$ cat config.mk
export PLATFORM = sky130hd
export DESIGN_NAME = sad_matcher_flat
export DESIGN_NICKNAME = d
export VERILOG_FILES = /design/src/rtl/sad_matcher_if.sv /design/src/rtl/sad_matcher.sv /design/src/flat_wrapper.sv
export SDC_FILE = /design/constraint.sdc
export NUM_CORES = 1
export LEC_CHECK = 0
export ABC_AREA = 1
export BUFFER_PORTS_ARGS = -buffer_cell sky130_fd_sc_hd__buf_2
export CORE_ASPECT_RATIO = 0.8
export CORE_UTILIZATION = 56
export DETAILED_ROUTE_END_ITERATION = 10
export PLACE_DENSITY_LB_ADDON = 0.2
export SLEW_MARGIN = 20
export SYNTH_ARGS = -nofsm -noshare
export SYNTH_HDL_FRONTEND = slang
export SYNTH_SLANG_ARGS = --single-unit
$ cat constraint.sdc
create_clock -name clk -period 4.8 [get_ports clk]
set_input_delay 0.48 -clock clk [delete_from_list [all_inputs] [get_ports clk]]
set_output_delay 0.48 -clock clk [all_outputs]
set_load 0.05 [all_outputs]
$ cat src/rtl/sad_matcher_if.sv
// sad_matcher_if: start/threshold control, result, and the two lock-step read ports of sad_matcher
//   slave  : matcher side, drives read enables/addresses and busy/done/sad/match
//   master : controller/memory side, drives start/thresh and both read-data words
interface sad_matcher_if #(parameter int ADDR_W = 18, parameter int ACC_W = 32);
  logic              start;
  logic [ACC_W-1:0]  thresh;
  logic              img_r_en;
  logic [ADDR_W-1:0] img_r_add;
  logic [31:0]       img_r_data;
  logic              tpl_r_en;
  logic [ADDR_W-1:0] tpl_r_add;
  logic [31:0]       tpl_r_data;
  logic              busy;
  logic              done;
  logic [ACC_W-1:0]  sad;
  logic              match;
  modport slave (
    input  start, thresh, img_r_data, tpl_r_data,
    output img_r_en, img_r_add, tpl_r_en, tpl_r_add, busy, done, sad, match
  );
  modport master (
    output start, thresh, img_r_data, tpl_r_data,
    input  img_r_en, img_r_add, tpl_r_en, tpl_r_add, busy, done, sad, match
  );
endinterface

$ cat src/rtl/sad_matcher.sv
// sad_matcher: sum of absolute byte differences between an N-word image vector and a stored template
//   clk   : system clock
//   reset : asynchronous active-low reset
//   bus   : sad_matcher_if.slave (start/thresh in, lock-step img/tpl read ports, busy/done/sad/match out)
module sad_matcher #(
  parameter int N      = 1024,
  parameter int ADDR_W = 18,
  parameter int ACC_W  = 32
) (
  input logic          clk,
  input logic          reset,
  sad_matcher_if.slave bus
);
  typedef enum logic [1:0] {IDLE, READ, DRAIN, DONE} state_t;
  state_t            state, next;
  logic [ADDR_W-1:0] cnt;
  logic [ACC_W-1:0]  thr, acc, sad_q;
  logic              match_q, dv, av, last;
  logic [3:0][7:0]   ad;
  logic [9:0]        sum;
  assign last = cnt == ADDR_W'(N - 1);
  assign sum  = {2'b0, ad[0]} + {2'b0, ad[1]} + {2'b0, ad[2]} + {2'b0, ad[3]};
  always_comb begin
    next          = state;
    bus.img_r_en  = 1'b0;
    bus.img_r_add = '0;
    case (state)
      IDLE:    if (bus.start) next = READ;
      READ: begin
        bus.img_r_en  = 1'b1;
        bus.img_r_add = cnt;
        if (last) next = DRAIN;
      end
      // dv low means the final read data has already moved into the diff stage
      DRAIN:   if (!dv) next = DONE;
      default: next = IDLE;
    endcase
    bus.tpl_r_en  = bus.img_r_en;
    bus.tpl_r_add = bus.img_r_add;
    bus.busy      = state != IDLE;
    bus.done      = state == DONE;
    // results show the live accumulator during DONE, then the held copy
    bus.sad       = state == DONE ? acc : sad_q;
    bus.match     = state == DONE ? acc < thr : match_q;
  end
  always_ff @(posedge clk or negedge reset)
    if (!reset) begin
      state   <= IDLE;
      cnt     <= '0;
      thr     <= '0;
      acc     <= '0;
      sad_q   <= '0;
      match_q <= 1'b0;
      dv      <= 1'b0;
      av      <= 1'b0;
      ad      <= '0;
    end else begin
      state <= next;
      dv    <= bus.img_r_en;
      av    <= dv;
      for (int i = 0; i < 4; i++)
        ad[i] <= bus.img_r_data[8*i +: 8] > bus.tpl_r_data[8*i +: 8]
               ? bus.img_r_data[8*i +: 8] - bus.tpl_r_data[8*i +: 8]
               : bus.tpl_r_data[8*i +: 8] - bus.img_r_data[8*i +: 8];
      if (state == IDLE && bus.start) begin
        thr <= bus.thresh;
        acc <= '0;
        cnt <= '0;
      end else begin
        if (state == READ) cnt <= last ? '0 : cnt + ADDR_W'(1);
        if (av) acc <= acc + ACC_W'(sum);
      end
      if (state == DONE) begin
        sad_q   <= acc;
        match_q <= acc < thr;
      end
    end
endmodule

$ cat src/flat_wrapper.sv
// flat-port wrapper written by rule: the top's interface ports become plain ports
module sad_matcher_flat 
#(
  parameter int N      = 1024,
  parameter int ADDR_W = 18,
  parameter int ACC_W  = 32
)
  (clk, reset, bus_start, bus_thresh, bus_img_r_data, bus_tpl_r_data, bus_img_r_en, bus_img_r_add, bus_tpl_r_en, bus_tpl_r_add, bus_busy, bus_done, bus_sad, bus_match);
  sad_matcher_if #(.ADDR_W(ADDR_W), .ACC_W(ACC_W)) bus_i ();
  input logic clk;
  input logic reset;
  input wire logic [$bits(bus_i.start)-1:0] bus_start;
  input wire logic [$bits(bus_i.thresh)-1:0] bus_thresh;
  input wire logic [$bits(bus_i.img_r_data)-1:0] bus_img_r_data;
  input wire logic [$bits(bus_i.tpl_r_data)-1:0] bus_tpl_r_data;
  output wire logic [$bits(bus_i.img_r_en)-1:0] bus_img_r_en;
  output wire logic [$bits(bus_i.img_r_add)-1:0] bus_img_r_add;
  output wire logic [$bits(bus_i.tpl_r_en)-1:0] bus_tpl_r_en;
  output wire logic [$bits(bus_i.tpl_r_add)-1:0] bus_tpl_r_add;
  output wire logic [$bits(bus_i.busy)-1:0] bus_busy;
  output wire logic [$bits(bus_i.done)-1:0] bus_done;
  output wire logic [$bits(bus_i.sad)-1:0] bus_sad;
  output wire logic [$bits(bus_i.match)-1:0] bus_match;
  assign bus_i.start = bus_start;
  assign bus_i.thresh = bus_thresh;
  assign bus_i.img_r_data = bus_img_r_data;
  assign bus_i.tpl_r_data = bus_tpl_r_data;
  assign bus_img_r_en = bus_i.img_r_en;
  assign bus_img_r_add = bus_i.img_r_add;
  assign bus_tpl_r_en = bus_i.tpl_r_en;
  assign bus_tpl_r_add = bus_i.tpl_r_add;
  assign bus_busy = bus_i.busy;
  assign bus_done = bus_i.done;
  assign bus_sad = bus_i.sad;
  assign bus_match = bus_i.match;
  sad_matcher #(.N(N), .ADDR_W(ADDR_W), .ACC_W(ACC_W)) u_core (.clk(clk), .reset(reset), .bus(bus_i));
endmodule
Word level (Yosys, flattened, before mapping)
Index checks and enable logic that the tools add are counted.
{"block": "totals", "register_bits": 151, "inputBits": 99, "out_inout_bits": 73, "word_cells": 60}
{"block": "classes", "add_sub_neg": 13, "order_cmp": 5, "eq_ne": 7, "n_mux": 17, "reduce_logical": 6}
{"cell": "2-to-1 mux 32 bit", "count": 3}
{"cell": "2-to-1 mux 18 bit", "count": 4}
{"cell": "subtractor 8 bit", "count": 8}
{"cell": "adder 32 x 10 -> 32 bit", "count": 1}
{"cell": "greater-than comparator 8 bit", "count": 4}
{"cell": "less-than comparator 32 bit", "count": 1}
{"cell": "2-to-1 mux 8 bit", "count": 4}
{"cell": "adder 10 x 8 -> 10 bit", "count": 2}
{"cell": "adder 18 x 1 -> 18 bit, second input constant", "count": 1}
{"cell": "equality test 18 x 10 -> 1 bit, second input constant", "count": 1}
{"cell": "adder 8 x 8 -> 9 bit", "count": 1}
{"cell": "2-to-1 mux 2 bit", "count": 3}
{"cell": "one-hot mux 2 bit (3 select lines)", "count": 1}
{"cell": "nonzero test 2 bit", "count": 3}
{"cell": "equality test 2 bit, second input constant", "count": 2}
{"cell": "!= test 2 bit, second input constant", "count": 2}
{"cell": "AND reduction 3 bit", "count": 1}
{"cell": "equality test 2 x 1 -> 1 bit, second input constant", "count": 1}
{"cell": "zero test 2 bit", "count": 1}
{"cell": "2-to-1 mux 1 bit", "count": 2}
{"cell": "!= test 2 x 1 -> 1 bit, second input constant", "count": 1}
{"cell": "logical AND 1 bit", "count": 1}

Depth between registers and ports, before layout
Gate-level depths: netlist of the first run.
{"block": "logic_depth", "word_depth": 6, "depth_mapped": 27, "ltp_nobuf": 27}

Worst setup path before layout of the first run
No wires, ideal clock.
{"block": "synth_timing", "path_kind": "flip-flop to flip-flop", "start": "register u_core.ad[0] in the netlist's numbering", "end": "register u_core.acc[20]", "setup_ps": 117, "arrival_ps": 3925, "t_required_ps": 4683, "path_slack_ps": 758, "path_stages_with_launch": 25, "n_path_buf": 0, "period_less_slack_ps": 4042, "cell_sequence": "dfrtp_1 ha_1 inv_1 fa_1 o21ai_0 xnor2_1 fa_1 inv_1 ha_1 a21oi_1 o21ai_0 nand2_1 nand2_1 a21oi_1 xor2_1 inv_1 ha_1 a21oi_1 nand2_1 a21oi_1 nand2_1 nand3_1 nand2_1 nand2_1 nor2_1"}
{"block": "synth_between", "elab_chain_cells": 6}
{"element": "start: declaration", "line_no": "sad_matcher.sv:19", "rtl": "logic [3:0][7:0] ad;"}
{"element": "start signal: indexed assignment", "line_no": "sad_matcher.sv:62", "rtl": "ad[i] <= bus.img_r_data[8*i +: 8] > bus.tpl_r_data[8*i +: 8]"}
{"element": "adder 8 x 8 -> 9 bit", "line_no": "sad_matcher.sv:22", "rtl": "assign sum = {2'b0, ad[0]} + {2'b0, ad[1]} + {2'b0, ad[2]} + {2'b0, ad[3]};"}
{"element": "adder 10 x 8 -> 10 bit (2 in a row)", "line_no": "sad_matcher.sv:22"}
{"element": "adder 32 x 10 -> 32 bit", "line_no": "sad_matcher.sv:71", "rtl": "if (av) acc <= acc + ACC_W'(sum);"}
{"element": "2-to-1 mux 32 bit", "line_no": "sad_matcher.sv:71"}
{"element": "2-to-1 mux 32 bit", "line_no": "sad_matcher.sv:65", "rtl": "if (state == IDLE && bus.start) begin"}
{"element": "end signal: assignment", "line_no": "sad_matcher.sv:71"}
{"element": "end: declaration", "line_no": "sad_matcher.sv:17", "rtl": "logic [ACC_W-1:0] thr, acc, sad_q;"}
Every way passes these cells. The select of a mux whose other input is x is not followed.
A chain may end at the register's enable or synchronous reset.

Worst setup path in the final report of the first run
{"block": "layout_timing", "start": "register u_core.ad[8] in the netlist's numbering", "end": "register u_core.acc[24]"}
Same word-level chain as after synthesis.

==> summary.md, run 1 <==
| Metric | Value |
|---|---|
| Dpl hpwl | 21,600 um |
| Wire per inst | 13.6 um |
| Crit Reg-Reg Endpoint | u_core.acc[24] |
| Final-layout setup total negative slack | 0 ns |
| Met3 WL post-DR | 1550 um |
| Power per cell area | 619 mW/mm^2 |
| Port Buf Inserts | 171 |
| Post-synthesis cell type with the largest combined area | sky130_fd_sc_hd__dfrtp_1 |
| Share of final-layout standard cells stronger than drive strength 1 | 0.143 |
| Depth of the worst register-to-register path | 24 |
| CTS tree | built |
| Y dimension of the die | 132 um |
| Post-placement cell area | 0.0128 mm^2 |
| Total number of vias | 10,600 |
| Clock latency on the worst-skew pair | 0.43 ns |
| Fraction of synthesis flops using an asynchronous set or reset pin | 1.00 |
| Count of mapped cells out of synthesis | 1,612 |
| Post-synth top area share | 0.318 |
| Horizontal die dimension | 165 um |
| Time the worst path needs with I/O delays and setup | 4.30 ns |
| Top Metal Used | met4 |
| Share of the cycle needed by the critical path after routing | 0.895 |
| Detailed-routing wirelength on met1 | 13,800 um |
| Combined area of the multi-input logic cells | 0.00664 mm^2 |
| Remaining antenna violation count | 0 |
| I/O pins | 172 |
| Maximum number of pins on one net before global-route repair | 111 |
| Kind of capture point of the worst setup path | flop |
| Global-route wire length before repair | 46,400 um |
| Iteration count of the initial detailed-routing pass | 6 |
| Via count of the first global-routing pass | 9,822 |
| Required time of the critical path | 5.12 ns |
| Leak | 7.56 nW |
| Post-CTS Hold Buffers | 0 |
| Cell at the root of the clock tree | sky130_fd_sc_hd__clkbuf_16 |
| Synthesized Nets | 1,854 |
| Start of the worst register-to-register path | u_core.ad[8] |
| Detailed Route WL | 27,700 um |
| Unrepaired setup endpoints after global routing | false |
| Area enclosed by the die boundary | 0.0218 mm^2 |
| Initial antenna violation count | 1 |
| Cells resized by post-CTS repair | 0 |
| Initial core utilization | 0.572 |
| Cell variety after synth | 49 |
| Setup Crit Path Kind | reg -> reg |
| Number of buffers created by CTS | 17 |
| Number of max-capacitance violations reported | 0 |
| Number of flops mapped to enable cells by yosys | 0 |
| Clock-pin slew reported for the worst setup and hold paths after clock tree synthesis | 0.06 ns |
| Placer congestion estimate | 0.926 |
| Largest fanout on the critical path | 6 |
| Clock Sink Count | 151 |
| Final nets | 1,994 |
| Portion of the post-synthesis area used by sequential elements | 0.318 |
| Worst min-delay path class | in -> async |
| Status | finished, final reports clean |
| Post-Syn Area | 0.0119 mm^2 |
| Commonest cells post-synth | sky130_fd_sc_hd__nand2_1 (437), sky130_fd_sc_hd__inv_1 (296), sky130_fd_sc_hd__dfrtp_1 (151) |
| Peak clock frequency supported by timing | 233 MHz |
| Prevailing post-synth register cell | sky130_fd_sc_hd__dfrtp_1 |
| Top cells by area in the synthesized netlist | sky130_fd_sc_hd__dfrtp_1 (32%), sky130_fd_sc_hd__nand2_1 (14%), sky130_fd_sc_hd__ha_1 (13%), sky130_fd_sc_hd__inv_1 (9.4%), sky130_fd_sc_hd__o21ai_0 (4.2%) |
| Overflow left after global routing | 0 |
| Tightest Pin Transition | 0.942 ns |
| Area delta synth->final | 13.1% |
| Post-route DRC | 0 |
| Wire length on met2 | 12,100 um |
| Worst clock skew | 0.0139 ns |
| H-tree levels | 4 |
| Max Transition Viols Final | 0 |
| Ratio of routed vias to standard cells | 5.21 |
| VDD IR-drop max | 499 uV |
| Area of the placeable core | 0.0208 mm^2 |
| Final setup viols | 0 |
| Flop2flop setup slack | 0.50 ns |
| # fillers | 1,873 |
| Number of core rows | 47 |
| Most used standard cell by instance count after synthesis | sky130_fd_sc_hd__nand2_1 |
| Combined flip-flop and latch cell area | 0.00378 mm^2 |
| Type of origin of the critical path | flop |
| WP data arrival | 4.61 ns |
| Finished Cell Area | 0.0134 mm^2 |
| Total GRT Usage | 0.264 |
| First DRT Iteration DRCs | 757 |
| Final Hold Violating Endpoints | 0 |
| Count of buffers added by post-CTS timing repair for setup | 0 |
| Yosys reg bits | 151 |
| Mapped Avg Cell Area | 7.36 um^2 |
| Largest buffer count on any clock path | 2 |
| Rel. slew slack | 0.372 |
| Synthesis warning total | 0 |
==> final cells by class <==
class                   instances  area share
diodes                          1    0.000186
clock buffers                  20      0.0348
clock inverters                11      0.0127
inverters                     301      0.0842
multi-input cells            1106       0.495
flip-flops and latches        151       0.282
well taps                     269      0.0251
repair buffers                175      0.0666
==> registers in the layout (all words and copies together), names as in the netlist <==
| register | count |
|---|---|
| u_core.cnt | 18 |
| u_core.state | 2 |
| u_core.sad_q | 32 |
| u_core.thr | 32 |
| u_core.acc | 32 |
| u_core.av | 1 |
| u_core.match_q | 1 |
| u_core.ad | 32 |
| u_core.dv | 1 |
==> how the worst max path moves through the flow <==
stage	from	end	depth (start not counted)
5_1_grt	u_core.ad[8]	u_core.acc[15]	27
3_5_place_dp	u_core.ad[8]	u_core.acc[20]	24
6_report	u_core.ad[8]	u_core.acc[24]	24
3_3_place_gp	u_core.ad[0]	u_core.acc[20]	24
2_1_floorplan	u_core.ad[0]	u_core.acc[20]	24
4_1_cts	u_core.ad[8]	u_core.acc[24]	26
==> cells by family after synthesis <==
logic type      Yosys count  synth area share
simple gates            661             0.239
buf+inv                 355             0.123
compound gates          247             0.117
flops                   151             0.318
fa+ha+maj               143             0.163
xor+xnor                 55            0.0406
==> layer usage <==
layer / vias to the layer above / GRT usage
li1: 5381 / -
met1: 4867 / 0.392
met5: - / 0
met2: 319 / 0.397
met4: 0 / 0.0693
met3: 29 / 0.0437
==> where the power goes <==
| group | internal [mW] | switching (mW) |
|---|---|---|
| logic | 1.76 | 3.34 |
| clock network | 0.909 | 0.533 |
| registers | 1.58 | 0.178 |
| total | 4.25 | 4.05 |
==> worst max-delay path, cell delays in order (launching register included) <==
cell and delay [ns]:
sky130_fd_sc_hd__dfrtp_1 0.34, sky130_fd_sc_hd__ha_1 0.17, sky130_fd_sc_hd__inv_1 0.05, sky130_fd_sc_hd__fa_1 0.41, sky130_fd_sc_hd__o21ai_2 0.21, sky130_fd_sc_hd__xnor2_1 0.10, sky130_fd_sc_hd__fa_1 0.48, sky130_fd_sc_hd__inv_1 0.04
sky130_fd_sc_hd__ha_1 0.35, sky130_fd_sc_hd__a21oi_1 0.16, sky130_fd_sc_hd__o21ai_1 0.12, sky130_fd_sc_hd__nand2_1 0.08, sky130_fd_sc_hd__nand2_1 0.05, sky130_fd_sc_hd__a21oi_1 0.15, sky130_fd_sc_hd__xor2_1 0.17, sky130_fd_sc_hd__inv_1 0.08
sky130_fd_sc_hd__ha_1 0.29, sky130_fd_sc_hd__a21oi_1 0.19, sky130_fd_sc_hd__nand2_1 0.11, sky130_fd_sc_hd__a21oi_1 0.16, sky130_fd_sc_hd__nand2_2 0.13, sky130_fd_sc_hd__nand3_1 0.14, sky130_fd_sc_hd__nand2_1 0.06, sky130_fd_sc_hd__nand2_1 0.07
sky130_fd_sc_hd__nor2_1 0.05
==> through the flow <==
| step | cells | utilization | power (mW) | setup slack, ns | hold WS [ns] |
|---|---|---|---|---|---|
| after detailed placement | 2002 | 0.615 | 6.78 | 0.303 | 0.371 |
| final | 2034 | 0.647 | 8.31 | 0.504 | 0.137 |
| after CTS | 2033 | 0.646 | 8.29 | 0.264 | 0.241 |
| after floorplan | 1612 | - | 5.65 | 0.758 | 0.184 |
| after global placement | 2002 | 0.615 | 6.63 | 0.426 | 0.363 |
| after global routing | 2033 | 0.646 | 9.06 | 0.0312 | 0.226 |
==> cell usage in the layout (no fill, tap or decap), types with 3 or more instances in the layout <==
cell / instances
sky130_fd_sc_hd__nand3_2: 4
sky130_fd_sc_hd__xnor2_1: 14
sky130_fd_sc_hd__dfrtp_1: 151
sky130_fd_sc_hd__o21ai_0: 98
sky130_fd_sc_hd__nand2_2: 4
sky130_fd_sc_hd__nand3_1: 43
sky130_fd_sc_hd__nand4_1: 34
sky130_fd_sc_hd__o22ai_1: 20
sky130_fd_sc_hd__a21oi_1: 78
sky130_fd_sc_hd__clkbuf_16: 17
sky130_fd_sc_hd__nand2_1: 436
sky130_fd_sc_hd__inv_2: 5
sky130_fd_sc_hd__buf_4: 4
sky130_fd_sc_hd__clkbuf_8: 4
sky130_fd_sc_hd__inv_1: 295
sky130_fd_sc_hd__ha_1: 124
sky130_fd_sc_hd__xor2_1: 41
sky130_fd_sc_hd__buf_2: 170
sky130_fd_sc_hd__or2_2: 11
sky130_fd_sc_hd__clkinvlp_4: 3
sky130_fd_sc_hd__fa_1: 19
sky130_fd_sc_hd__a22oi_1: 4
sky130_fd_sc_hd__nor2_1: 87
sky130_fd_sc_hd__nor3_2: 9
sky130_fd_sc_hd__nor3_1: 19
sky130_fd_sc_hd__o2111ai_1: 8
sky130_fd_sc_hd__o211ai_1: 11
sky130_fd_sc_hd__o21ai_1: 15
sky130_fd_sc_hd__bufinv_16: 4
(Power assumes the default switching activity.)
==> inputs of run 2 (changes only) <==
--- a/config.mk
+++ b/config.mk
@@ -10,6 +10,7 @@
 export CORE_ASPECT_RATIO = 0.8
 export CORE_UTILIZATION = 56
 export DETAILED_ROUTE_END_ITERATION = 10
+export HOLD_SLACK_MARGIN = 0.06
 export PLACE_DENSITY_LB_ADDON = 0.2
 export SLEW_MARGIN = 20
 export SYNTH_ARGS = -nofsm -noshare
==> constraint.sdc (replaced) <==
create_clock -name clk -period 4.25 [get_ports clk]
set_input_delay 0.425 -clock clk [delete_from_list [all_inputs] [get_ports clk]]
set_output_delay 0.425 -clock clk [all_outputs]
set_load 0.05 [all_outputs]
==> summary.md, run 2 (synthesis results as in run 1) <==
| Metric | Value |
|---|---|
| Final-layout setup total negative slack | 0 ns |
| Inserted Diodes | 0 |
| H-tree levels | 4 |
| Cell at the root of the clock tree | sky130_fd_sc_hd__clkbuf_16 |
| Wire per inst | 13.9 um |
| Total number of vias | 10,700 |
| Overall power of the completed layout | 10.2 mW |
| Clock latency on the worst-skew pair | 0.44 ns |
| Worst slack on hold paths | 0.0377 ns |
| Via count of the first global-routing pass | 9,733 |
| Y dimension of the die | 132 um |
| I/O pins | 172 |
| Unrepaired setup endpoints after global routing | true |
| Clock-pin slew reported for the worst setup and hold paths after clock tree synthesis | 0.06 ns |
| Dpl hpwl | 21,600 um |
| WP data arrival | 4.48 ns |
| Final setup viols | 0 |
| Placer congestion estimate | 0.908 |
| Horizontal die dimension | 165 um |
| Post-CTS Hold Buffers | 0 |
| Overflow left after global routing | 0 |
| First DRT Iteration DRCs | 873 |
| Area delta synth->final | 15.1% |
| Number of max-capacitance violations reported | 0 |
| Peak clock frequency supported by timing | 241 MHz |
| Final Hold Violating Endpoints | 0 |
| Port Buf Inserts | 171 |
| Type of origin of the critical path | flop |
| Worst min-delay path class | in -> async |
| Area enclosed by the die boundary | 0.0218 mm^2 |
| VDD IR-drop max | 746 uV |
| Maximum number of pins on one net before global-route repair | 86 |
| Post-route DRC | 0 |
| Number of core rows | 47 |
| Global-route wire length before repair | 46,000 um |
| Ratio of routed vias to standard cells | 5.25 |
| Initial core utilization | 0.572 |
| Most frequent cells in the layout | sky130_fd_sc_hd__nand2_1 (426), sky130_fd_sc_hd__inv_1 (287), sky130_fd_sc_hd__buf_2 (170), sky130_fd_sc_hd__dfrtp_1 (151), sky130_fd_sc_hd__ha_1 (116) |
| Worst clock skew | 0.0127 ns |
| Time the worst path needs with I/O delays and setup | 4.16 ns |
| Share of the cycle needed by the critical path after routing | 0.978 |
| Tightest Pin Transition | 0.924 ns |
| Largest fanout on the critical path | 6 |
| Required time of the critical path | 4.58 ns |
| Largest buffer count on any clock path | 2 |
| Most frequent standard cell in the layout excluding fill and tap cells | sky130_fd_sc_hd__nand2_1 |
| Detailed Route WL | 28,300 um |
| Setup Crit Path Kind | reg -> reg |
| Share of final-layout standard cells stronger than drive strength 1 | 0.174 |
| Final nets | 2,002 |
| CTS tree | built |
| Status | finished, final reports clean |
| Kind of capture point of the worst setup path | flop |
| Initial antenna violation count | 0 |
| Remaining antenna violation count | 0 |
| Leak | 7.60 nW |
| Clock Sink Count | 151 |
| Rel. slew slack | 0.383 |
| Iteration count of the initial detailed-routing pass | 5 |
| Area of the placeable core | 0.0208 mm^2 |
| Total GRT Usage | 0.262 |
| Power per cell area | 749 mW/mm^2 |
| Max Transition Viols Final | 0 |
| Number of buffers created by CTS | 17 |
## run 2: cell count changes in the layout (fill, tap and decap cells not counted), sizes merged
| cell | delta |
|---|---|
| clkbuf | -1 |
| buf | +9 |
| inv | +2 |
| clkinvlp | -1 |
| diode | -1 |
| bufinv | -1 |
## run 2: path summary, 6_finish.rpt
kind / start / endpoint / slack, ns / cells past startpoint
hold / removal: reset / u_core.ad[22] / 0.04 / 1
min in group clk: bus_thresh[20] / u_core.thr[20] / 0.19 / 3
max in group asynchronous: reset / u_core.cnt[9] / 3.20 / 2
setup reg to reg: u_core.ad[0] / u_core.acc[20] / 0.09 / 25
setup / recovery: u_core.ad[0] / u_core.acc[20] / 0.09 / 25
hold reg to reg: u_core.dv / u_core.av / 0.39 / 0
## run 2: cell type report
cell class	count	area, um^2
well taps	269	337
clock inverters	11	146
clock buffers	20	457
repair buffers	183	952
flip-flops and latches	151	3780
multi-input cells	1106	6860
inverters	301	1130
fillers	1767	7100
## run 2: where the power goes
part	switching, mW	internal (mW)	leakage (nW)
sequential	0.209	1.79	1.96
combinational	4.20	2.47	5.34
clock	0.614	0.953	0.293
## run 2: routing by layer
layer,global-route usage,up-vias,wire (um)
li1,-,5391,-
met3,0.0462,32,1760
met4,0.0673,0,308
met5,0,-,0
met1,0.391,4974,13900
met2,0.389,327,12300
## run 2: what timing repair did
action	in CTS	in global routing
setup endpoints to repair	15	25
gates resized for setup	7	54
setup buffers	1	3
pin swaps	3	24
## run 2: worst max-delay path, cell delays in order, from the launching register on
cell and delay (ns):
sky130_fd_sc_hd__dfrtp_1 0.33, sky130_fd_sc_hd__ha_2 0.19, sky130_fd_sc_hd__inv_2 0.04, sky130_fd_sc_hd__fa_2 0.37
sky130_fd_sc_hd__o21ai_2 0.15, sky130_fd_sc_hd__buf_4 0.14, sky130_fd_sc_hd__xnor2_1 0.14, sky130_fd_sc_hd__fa_1 0.46
sky130_fd_sc_hd__inv_2 0.09, sky130_fd_sc_hd__ha_4 0.21, sky130_fd_sc_hd__a21oi_2 0.11, sky130_fd_sc_hd__o21ai_1 0.10
sky130_fd_sc_hd__nand2_1 0.08, sky130_fd_sc_hd__nand2_1 0.06, sky130_fd_sc_hd__a21oi_2 0.13, sky130_fd_sc_hd__xor2_1 0.17
sky130_fd_sc_hd__inv_1 0.10, sky130_fd_sc_hd__ha_1 0.33, sky130_fd_sc_hd__a21oi_2 0.17, sky130_fd_sc_hd__nand2_2 0.10
sky130_fd_sc_hd__a21oi_2 0.14, sky130_fd_sc_hd__nand2_2 0.14, sky130_fd_sc_hd__nand3_1 0.13, sky130_fd_sc_hd__nand2_1 0.07
sky130_fd_sc_hd__nand2_1 0.06, sky130_fd_sc_hd__nor2_1 0.04
## run 2: through the flow
step / instances / instance area (um^2) / setup slack [ns] / util
floorplan: 1612 / 11900 / 0.208 / -
global placement: 2006 / 12800 / 0.103 / 0.617
detailed placement: 2006 / 12800 / -0.109 / 0.617
CTS: 2038 / 13400 / 0.00966 / 0.647
global route: 2041 / 13700 / -0.193 / 0.658
finish: 2041 / 13700 / 0.0940 / 0.658
